[src/rtl/reg_file_2r1w.sv]
// reg_file_2r1w: general-purpose register file feeding the ALU operands.
// Two combinational read ports (Qa -> ALU X, Qb -> ALU Y) and one synchronous
// write port (ALU result or load data at writeback). Register 0 reads as zero
// and has no storage. With BYPASS=1, a write in progress is forwarded to any
// read port that addresses the same register in the same cycle.
//
// Ports:
//   Clk  in   clock, all state changes on rising edge
//   Rst  in   synchronous active-high reset; also forces Qa/Qb to zero
//   Ra1  in   [AW]  read address, port A
//   Ra2  in   [AW]  read address, port B
//   Wa   in   [AW]  write address
//   We   in   write enable
//   D    in   [DW]  write data
//   Qa   out  [DW]  read data, port A
//   Qb   out  [DW]  read data, port B
module reg_file_2r1w #(
  parameter int unsigned DW     = 32,
  parameter int unsigned AW     = 5,
  parameter int unsigned BYPASS = 1
) (
  input  logic          Clk,
  input  logic          Rst,
  input  logic [AW-1:0] Ra1,
  input  logic [AW-1:0] Ra2,
  input  logic [AW-1:0] Wa,
  input  logic          We,
  input  logic [DW-1:0] D,
  output logic [DW-1:0] Qa,
  output logic [DW-1:0] Qb
);

  localparam int unsigned DEPTH = 2 ** AW;

  // Entry 0 is deliberately absent; reads of address 0 are decoded to zero.
  logic [DW-1:0] regs [1:DEPTH-1];

  logic wr_ok;
  logic byp_a;
  logic byp_b;

  assign wr_ok = We && (Wa != '0);

  always_ff @(posedge Clk) begin
    if (Rst) begin
      for (int unsigned i = 1; i < DEPTH; i++) begin
        regs[i[AW-1:0]] <= '0;
      end
    end else if (wr_ok) begin
      regs[Wa] <= D;
    end
  end

  // wr_ok already excludes address 0, so bypass can never hit register 0.
  always_comb begin
    byp_a = 1'b0;
    byp_b = 1'b0;
    if (BYPASS != 0) begin
      byp_a = wr_ok && (Wa == Ra1);
      byp_b = wr_ok && (Wa == Ra2);
    end
  end

  always_comb begin
    Qa = '0;
    if (Rst) begin
      Qa = '0;
    end else if (byp_a) begin
      Qa = D;
    end else if (Ra1 != '0) begin
      Qa = regs[Ra1];
    end
  end

  always_comb begin
    Qb = '0;
    if (Rst) begin
      Qb = '0;
    end else if (byp_b) begin
      Qb = D;
    end else if (Ra2 != '0) begin
      Qb = regs[Ra2];
    end
  end

endmodule

[config.mk]
export PLATFORM = sky130hd
export DESIGN_NAME = reg_file_2r1w
export DESIGN_NICKNAME = d
export VERILOG_FILES = /design/src/rtl/reg_file_2r1w.sv
export SDC_FILE = /design/constraint.sdc
export NUM_CORES = 2
export LEC_CHECK = 0
export CORE_MARGIN = 2
export CORE_UTILIZATION = 35
export CTS_BUF_LIST = sky130_fd_sc_hd__clkbuf_8 sky130_fd_sc_hd__clkbuf_16
export DETAILED_ROUTE_END_ITERATION = 6
export HOLD_SLACK_MARGIN = 0.1
export PLACE_DENSITY = 0.58
export SYNTH_ARGS = -nofsm -noshare
export SYNTH_HDL_FRONTEND = slang
export SYNTH_SLANG_ARGS = --single-unit
[constraint.sdc]
create_clock -name Clk -period 15 [get_ports Clk]
set_clock_uncertainty 0.05 [all_clocks]
set_input_delay 3.75 -clock Clk [delete_from_list [all_inputs] [get_ports Clk]]
set_output_delay 3.75 -clock Clk [all_outputs]
set_load 0.02 [all_outputs]
==> run metrics <==
commonest non-fill, non-tap cell in the layout edfxtp_1; Simple-Gate Fraction of Synth Area 12.7%; port bufs 113; crit start category input pin; Worst Path Required 11.20 ns; Place WS 3.30 ns; Initial Util 35.3%; DP HPWL 104,000 um; initial antenna violation count 11; worst path cell trace buf_6, buf_4, nor2b_4, a22oi_1, a21oi_1, a211o_1, clkdlybuf4s50_1; switch share 25.0%; CTS tree done; FMAX 0.0850 GHz; CTS buffer count 106; leak pwr 20.5 nW; share of layout cells above drive strength 1 26.6%; Num Clock Sinks 1,024; Die H 398 um; mux cell area share after synthesis 23.8%; xor-xnor portion of the synthesized cell area 0.161%; # rows 144; CTS Hold Bufs 0; WP data arrival 7.97 ns; routability cong. 0.808; Die X-Extent 398 um; Setup-failing EPs final 0; Routed Antenna Nets 0; worst slew pin tran 1.46 ns; drt pass-1 iters 5; Setup CP Type input pin to primary output; PwrDens 111 nW/um^2; gr ovfl total 0; combinational fraction of design power 12.7%; Cells after Synth 3,409; DRC Markers 0; Total Routing Usage GR 23.3%; Final TNS setup 0 ns; final setup margin 3.23 ns; slew margin rel. 2.69%; Clock power frac 38.0%; vias in the first global route 33,368; largest net degree at the start of global routing 114; largest family of logic cells by synthesized area multiplexers; sequential share of power 49.3%; Sw Pwr 1.71 mW; CTS max path bufs 3; Core Box Area 154,000 um^2; clk root buf clkbuf_16; WL/cell 33.5 um; Worst Setup End Kind primary output; Hold Crit Class input pin to register; yosys warns 0; H-tree levels 3; Die ar. 159,000 um^2; DRT iter0 DRCs 4,524; Largest Register regs; final core utilization 39.9%; final hold violations 0; internal power 5.15 mW; unrepaired setup endpoints after global routing no; num ports 114; total power 6.87 mW; detailed-route via count 33,140; register bit total from synthesis 1,024; status finished clean; Max Cap Viol 0; Syn-to-layout area delta 13.1%; CP max FO 58; Post-CTS Resized 0; Hold WS 3.84 ns; Compound-Gate Fraction of Synth Area 3.78%; sequential fraction of the synthesis area 56.5%; Slowest-stage cell, CP nor2b_4; Worst-path clk slew 0.06 ns; Crit path largest cell delay 1.25 ns; fin crit share 78.4%; Worst IR Drop VDD 0.0940 mV; max-slew violations 0; Layout Nets 3,442; Post-Synth Adder-Cell Area 0%; first-pass GRT wire length 260,000 um; Final min period 11.77 ns; Cell Area, Synth 54,500 um^2; top flop regs regs: 1024 flops; post-synth cell types 29; number of flip-flops under the largest register name 1,024; Mean Syn Cell Area 16.0 um^2; Via density 6.00; highest-count cells in the layout ignoring fill and taps edfxtp_1, and2_1, mux4_2, a22oi_1, clkbuf_16; WL final 185,000 um; setup bufs post-CTS 0
==> power groups by stage <==
stage | sequential (mW) | clock, mW | combinational, mW
after floorplan | 3.42 | 0 | 0.541
after global placement | 3.44 | 0 | 0.869
after detailed placement | 3.44 | 0 | 0.869
after CTS | 3.38 | 2.63 | 0.871
after global routing | 3.40 | 2.73 | 0.905
final | 3.39 | 2.61 | 0.872
==> routing by layer <==
metal | track usage (%) | share of wire, %
met1 | 33.2 | 41
met2 | 36.6 | 46
met3 | 3.62 | 9.5
met4 | 7.58 | 2.8
met5 | 0 | 0
==> critical path, delay by kind of cell <==
family / cells / cell delay, ns
AOI/OAI and AO/OA: 3 / 1.18
and+or+nand+nor: 1 / 1.25
buffers and inverters: 3 / 1.72
==> final timing paths <==
check    endpoint    from  slack, ns  cells after the start
max        Qa[26]  Ra1[2]       3.23                      7
min    regs[0][5]    D[5]       3.84                      2
==> cell usage after synthesis <==
master | count | area [um^2]
edfxtp_1 | 1024 | 30700
and2_1 | 994 | 6220
mux4_2 | 576 | 13000
clkbuf_1 | 308 | 1160
a22oi_1 | 128 | 961
nor2b_1 | 69 | 432
a211o_1 | 64 | 561
a21oi_1 | 64 | 320
buf_2 | 40 | 200
nor2_1 | 35 | 131
o21ai_0 | 31 | 155
buf_6 | 20 | 225
buf_1 | 11 | 41.3
xnor2_1 | 10 | 87.6
buf_4 | 5 | 37.5
nand2_1 | 4 | 15.0
nand3_1 | 4 | 20.0
nand3b_1 | 4 | 30.0
nor4_1 | 4 | 25.0
nor3_1 | 2 | 10.0
o311ai_1 | 2 | 17.5
or3_1 | 2 | 12.5
or3b_2 | 2 | 17.5
conb_1 | 1 | 3.75
inv_1 | 1 | 3.75
nand2b_1 | 1 | 6.26
o31ai_1 | 1 | 7.51
o31ai_2 | 1 | 12.5
o31ai_4 | 1 | 21.3
==> logic make-up after synthesis <==
group,after synthesis
XOR/XNOR,10
other,1
buffers and inverters,385
flip-flops,1024
AO/OA/AOI/OAI,292
multiplexers,576
AND/OR/NAND/NOR,1121
==> layout make-up <==
cell class,instances,area [um^2]
repair buffers,228,2080
diodes,2,5.00
inverters,1,3.75
clock inverters,80,556
fillers,13944,92600
flip-flops and latches,1024,30700
multi-input cells,2031,22800
well taps,2044,2560
clock buffers,111,2780
==> metrics by stage <==
stage               cells  cell area (um^2)
finish               5521             61600
global route         5520             61600
CTS                  5519             61600
detailed placement   5328             58200
global placement     5328             58200
floorplan            3440             54600
No activity file was read; power rests on OpenSTA's default activity.
